==> src/rtl/ein_tx_seq.sv <==
// EIN transmit sequencer: paces one frame from header decode through modulation,
// then issues an ack (or a nak on abort/watchdog stall) and keeps frame statistics.
module ein_tx_seq #(
  parameter int TMR_W = 24,
  parameter int CNT_W = 16
) (
  input  logic             clk,
  input  logic             reset,
  input  logic             header_done,
  input  logic [7:0]       header_eid,
  input  logic             is_fragment,
  input  logic             tx_active,
  input  logic             fifo_re,
  input  logic             abort,
  input  logic             goc_mode_req,
  input  logic [TMR_W-1:0] timeout_cycles,
  output logic             start_tx,
  output logic             header_done_clear,
  output logic             gen_ack,
  output logic             gen_nak,
  output logic [7:0]       ack_eid,
  output logic             goc_mode,
  output logic             busy,
  output logic [CNT_W-1:0] frame_count,
  output logic [CNT_W-1:0] nak_count
);

  typedef enum logic [2:0] {
    S_IDLE, S_START, S_XMIT, S_DRAIN, S_ACK, S_NAK
  } state_t;

  state_t           state, state_nxt;
  logic [TMR_W-1:0] wdog, wdog_nxt, wdog_inc;
  logic             frag_q, frag_nxt;
  logic             start_nxt, goc_nxt;
  logic [7:0]       eid_nxt;
  logic             timeout;

  // Saturating increment keeps a long stall from wrapping past the limit.
  assign wdog_inc = (&wdog) ? wdog : wdog + TMR_W'(1);
  assign timeout  = (timeout_cycles != '0) && (wdog == timeout_cycles);

  always_comb begin
    state_nxt = state;
    wdog_nxt  = wdog;
    frag_nxt  = frag_q;
    start_nxt = start_tx;
    goc_nxt   = goc_mode;
    eid_nxt   = ack_eid;
    case (state)
      S_IDLE: begin
        goc_nxt = goc_mode_req;
        if (header_done) begin
          eid_nxt   = header_eid;
          frag_nxt  = is_fragment;
          start_nxt = 1'b1;
          wdog_nxt  = '0;
          state_nxt = S_START;
        end
      end
      S_START: begin
        wdog_nxt = wdog_inc;
        if (abort)          state_nxt = S_NAK;
        else if (tx_active) begin
          state_nxt = S_XMIT;
          wdog_nxt  = '0;
        end
        else if (timeout)   state_nxt = S_NAK;
      end
      S_XMIT: begin
        wdog_nxt = fifo_re ? '0 : wdog_inc;
        // Decoder drop beats both a same-cycle fifo_re and a timeout.
        if (abort)                   state_nxt = S_NAK;
        else if (!header_done)       state_nxt = S_DRAIN;
        else if (!fifo_re && timeout) state_nxt = S_NAK;
      end
      S_DRAIN: begin
        wdog_nxt = wdog_inc;
        if (abort) state_nxt = S_NAK;
        else if (!tx_active) begin
          start_nxt = 1'b0;
          state_nxt = frag_q ? S_IDLE : S_ACK;
        end
        else if (timeout) state_nxt = S_NAK;
      end
      S_ACK:   state_nxt = S_IDLE;
      S_NAK: begin
        start_nxt = 1'b0;
        state_nxt = S_IDLE;
      end
      default: state_nxt = S_IDLE;
    endcase
  end

  always_ff @(posedge clk) begin
    if (reset) begin
      state       <= S_IDLE;
      wdog        <= '0;
      frag_q      <= 1'b0;
      start_tx    <= 1'b0;
      goc_mode    <= 1'b0;
      ack_eid     <= '0;
      frame_count <= '0;
      nak_count   <= '0;
    end else begin
      state    <= state_nxt;
      wdog     <= wdog_nxt;
      frag_q   <= frag_nxt;
      start_tx <= start_nxt;
      goc_mode <= goc_nxt;
      ack_eid  <= eid_nxt;
      if (state == S_ACK) frame_count <= frame_count + CNT_W'(1);
      if (state == S_NAK) nak_count   <= nak_count + CNT_W'(1);
    end
  end

  // Pulses decode straight from the registered one-cycle ACK/NAK states.
  assign gen_ack           = (state == S_ACK);
  assign gen_nak           = (state == S_NAK);
  assign header_done_clear = (state == S_NAK);
  assign busy              = (state != S_IDLE);

endmodule

==> config.mk <==
export PLATFORM = sky130hd
export DESIGN_NAME = ein_tx_seq
export DESIGN_NICKNAME = d
export VERILOG_FILES = /design/src/rtl/ein_tx_seq.sv
export SDC_FILE = /design/constraint.sdc
export NUM_CORES = 1
export LEC_CHECK = 0
export ABC_CLOCK_PERIOD_IN_PS = 1800
export BUFFER_PORTS_ARGS = -buffer_cell sky130_fd_sc_hd__buf_2
export CAP_MARGIN = 20
export CORE_ASPECT_RATIO = 0.5
export CORE_MARGIN = 2
export CORE_UTILIZATION = 50
export CTS_BUF_LIST = sky130_fd_sc_hd__clkbuf_8
export DETAILED_ROUTE_END_ITERATION = 16
export GPL_TIMING_DRIVEN = 0
export HOLD_SLACK_MARGIN = 0.06
export PLACE_DENSITY = 0.8
export SETUP_SLACK_MARGIN = 0.5
export SLEW_MARGIN = 10
export SYNTH_ARGS = -nofsm -noshare
export SYNTH_HDL_FRONTEND = slang
export SYNTH_SLANG_ARGS = --single-unit
==> constraint.sdc <==
create_clock -name clk -period 1.8 [get_ports clk]
set_input_delay 0.27 -clock clk [delete_from_list [all_inputs] [get_ports clk]]
set_output_delay 0.27 -clock clk [all_outputs]
set_load 0.01 [all_outputs]
==> flow_summary.yaml <==
place:
  numPortBuffers: 85
  dp_slack_ns: -0.120
  hpwlAfterDp_mm: 6.80
  dpl-instance-area_sq_um: 4460
  place.gp.congestion: 0.884
  placedCellCount: 633
detailed_routing:
  drtAntennaViolNets: 0
  drt_iter0_drc: 544
  drt-pass1-iter-count: 6
  drcViolationCount: 0
  via_per_inst: 6.31
  vias: 4643
  wl_mm: 15.7
  wl_per_cell_microns: 21.3
timing:
  hold_viol: 0
  finalSetupViolCount: 20
  finalCritPeriodShare_pct: 113
  clock_skew_ns: 0.00994
  holdWs_ns: 0.133
  worstMarginPinSlew_ns: 0.744
  fmax_ghz: 0.491
  slew_headroom_pct: 50.4
  setup_slack_ns: -0.236
  slew_viol_final: 0
  min_period_ns: 2.04
  rsz0062_at_grt: "true"
job:
  cap_violations: 0
clock_network:
  numCtsBuffers: 9
  clock_latency_ns: 0.37
  cts-root-buf: "clkbuf_8"
  clkSinkCount: 70
  cts_hold_buffers: 0
  cts_tree: "done"
  clkTransAtPathRegs_ns: 0.08
  cts_max_level: 3
  clockBufferDepth: 2
global_routing:
  grt_first_pass_wirelength_mm: 18.2
  grt_max_degree: 13
  antenna_found_initial: 0
  grt_pass1_vias: 3768
  grt_use_total_pct: 28.4
  grt-ovfl-total: 0
min_path:
  hp-class: "in2reg"
worst_setup_path:
  cp-startpoint: "wdog[6]$_SDFFE_PP0P_"
  end_kind: "flop"
  start_kind: "flop"
  crit_required_ns: 2.09
  path_buf_inv: 2
  slowest_stage: "a211oi_4"
  crit_fanout: 4
  reg2reg_to: "wdog[23]$_SDFFE_PP0P_"
  critPathKind: "reg2reg"
  critPathMostFrequentCell: "nand4_1"
  r2r_slack_ns: -0.24
  critPathArrivalTime_ns: 2.32
  crit_cells: 8
  r2r-start: "wdog[6]$_SDFFE_PP0P_"
  reg2reg_depth: 8
  cp_slowest_stage_delay_ns: 0.42
  cp_cell_sequence: "buf_6 -> nand4_1 -> buf_4 -> nor4_4 -> a211oi_4 -> nand4_1 -> or3_1 -> a21oi_1"
  crit_path_end: "wdog[23]$_SDFFE_PP0P_"
  path_delay_family: "simple AND/OR/NAND/NOR gates"
synthesis:
  syn-num-nets: 495
  synth_cell_types: 49
  yosysWarnings: 0
  syn_avg_cell_area_sq_um: 8.17
  synthArstFlopShare_pct: 0
  synth-main-ff-cell: "dfxtp_1"
  yosysSeqAreaShare_pct: 37.9
  yosys_register_bits: 70
  synth.cell_area_sq_um: 3690
  synthesis.instances: 452
  synth_edf_count: 0
power_and_ir_drop:
  p_per_area_nw_per_um2: 633
  leakage_nw: 2.67
  max-vdd-ir-drop_v: 0.000431
final_layout:
  final_area_sq_um: 6310
  instances_no_fill: 736
  final_util_pct: 87.2
  n_antenna_cell: 0
  syn2layout_area_growth_pct: 70.8
  final_layout_size_suffix_gt1_share_pct: 56.6
  nNetsFinal: 678
outcome:
  status: "finished with violations"
  violations: "setup timing"
die:
  rows: 22
  ios: 86
  coreArea_sq_um: 7240
  die_y_microns: 64.8
  dieArea_sq_um: 8140
  die_x_microns: 126
  start_util_pct: 51.0
[routing by layer]
layer	up-vias	global-route usage, %	routed length (microns)
met5	-	0	0
met3	129	6.94	1430
met2	338	47.9	7390
met1	2180	34.4	5820
met4	0	14.3	1050
li1	1996	-	-
[cell usage after synthesis, types with 2 or more instances]
library cell | n | area (sq um)
a41oi_1 | 3 | 26.3
o211ai_1 | 2 | 15.0
and4_1 | 2 | 17.5
or4_1 | 2 | 15.0
dfxtp_1 | 70 | 1400
nor3_1 | 11 | 55.1
nor2b_1 | 3 | 18.8
buf_2 | 5 | 25.0
buf_6 | 2 | 22.5
inv_1 | 8 | 30.0
o311ai_0 | 3 | 26.3
xor2_1 | 27 | 236
and2_1 | 5 | 31.3
nor4_1 | 13 | 81.3
nand2b_1 | 3 | 18.8
a31oi_1 | 7 | 43.8
nand4_2 | 3 | 37.5
nand4_1 | 12 | 75.1
ha_1 | 3 | 37.5
o41ai_1 | 2 | 17.5
xnor2_1 | 23 | 201
nand3_1 | 24 | 120
nand2_1 | 55 | 206
nor3_2 | 3 | 30.0
a211oi_1 | 2 | 15.0
o21ai_0 | 29 | 145
nor2_1 | 45 | 169
and3_1 | 9 | 56.3
o31ai_1 | 7 | 52.6
buf_4 | 6 | 45.0
clkbuf_1 | 8 | 30.0
a21oi_1 | 27 | 135
mux2i_1 | 4 | 40.0
or3_1 | 9 | 56.3
[power by group]
| group | total [mW] | switching, mW | internal [mW] |
|---|---|---|---|
| combinational | 0.635 | 0.351 | 0.285 |
| sequential | 1.60 | 0.0360 | 1.56 |
| clock | 1.76 | 0.665 | 1.10 |
| total | 4.00 | 1.05 | 2.94 |
[flip-flops by register name, summed over array words and instances, names as in the netlist]
signal	cells
state	3
frame_count	16
start_tx	1
goc_mode	1
frag_q	1
nak_count	16
wdog	24
ack_eid	8
[placed cells by master, fill, tap and decap left out, drive strengths merged, types with 3 or more instances in the layout]
| cell type | netlist | routed |
|---|---|---|
| a211oi | 3 | 3 |
| a21oi | 28 | 28 |
| a31oi | 7 | 7 |
| a41oi | 3 | 3 |
| and2 | 5 | 5 |
| and3 | 9 | 9 |
| and4 | 3 | 3 |
| buf | 13 | 184 |
| bufinv | 0 | 4 |
| clkbuf | 8 | 19 |
| dfxtp | 70 | 70 |
| ha | 3 | 3 |
| inv | 8 | 8 |
| mux2i | 4 | 4 |
| nand2 | 55 | 55 |
| nand2b | 3 | 3 |
| nand3 | 24 | 24 |
| nand4 | 15 | 15 |
| nor2 | 45 | 45 |
| nor2b | 3 | 3 |
| nor3 | 15 | 15 |
| nor4 | 13 | 13 |
| o21ai | 30 | 30 |
| o311ai | 3 | 3 |
| o31ai | 7 | 7 |
| or3 | 10 | 10 |
| xnor2 | 23 | 23 |
| xor2 | 27 | 27 |
[tightest hold or removal path, cell delays in order]
cell,delay (ns)
buf_2,0.10
nand2_2,0.05
a21oi_2,0.04
[area by class of cell]
class	count	area, sq um
fill	328	927
clock buffer	10	138
tap	96	120
buffer	21	200
clock inverter	6	133
timing repair buffer	172	1300
inverter	8	30.0
sequential	70	1480
multi-input combinational	353	2910
[stage by stage]
step,power [mW],TNS [ns]
floorplan,1.85,0
global placement,1.99,-0.259
detailed placement,2.00,-0.364
CTS,3.77,0
global route,4.09,-3.61
finish,4.00,-2.19
[worst min-delay path by stage]
stage | startpoint | end | slack (ns) | depth (start not counted)
floorplan | fifo_re | state[1]$_SDFFE_PP0P_ | 0.39 | 2
global placement | ack_eid[4]$_SDFFE_PP0P_ | ack_eid[4]$_SDFFE_PP0P_ | 0.44 | 2
detailed placement | ack_eid[3]$_SDFFE_PP0P_ | ack_eid[3]$_SDFFE_PP0P_ | 0.45 | 2
CTS | header_eid[7] | ack_eid[7]$_SDFFE_PP0P_ | 0.14 | 3
global route | header_eid[3] | ack_eid[3]$_SDFFE_PP0P_ | 0.13 | 3
finish | header_eid[3] | ack_eid[3]$_SDFFE_PP0P_ | 0.13 | 3
[cells by family after synthesis]
family,after synthesis,share of synthesized area [%]
compound gates,89,14.8
xor+xnor,50,11.9
fa+ha+maj,3,1.02
buf+inv,29,4.13
flops,70,37.9
mux,4,1.08
simple gates,207,29.2
[repair_timing]
item	in CTS	in global routing
pin swaps	50	69
setup buffers	58	26
setup endpoints to repair	66	76
gates cloned	0	3
gates resized for setup	91	131
Note: power is estimated with default switching activity, not from simulation.
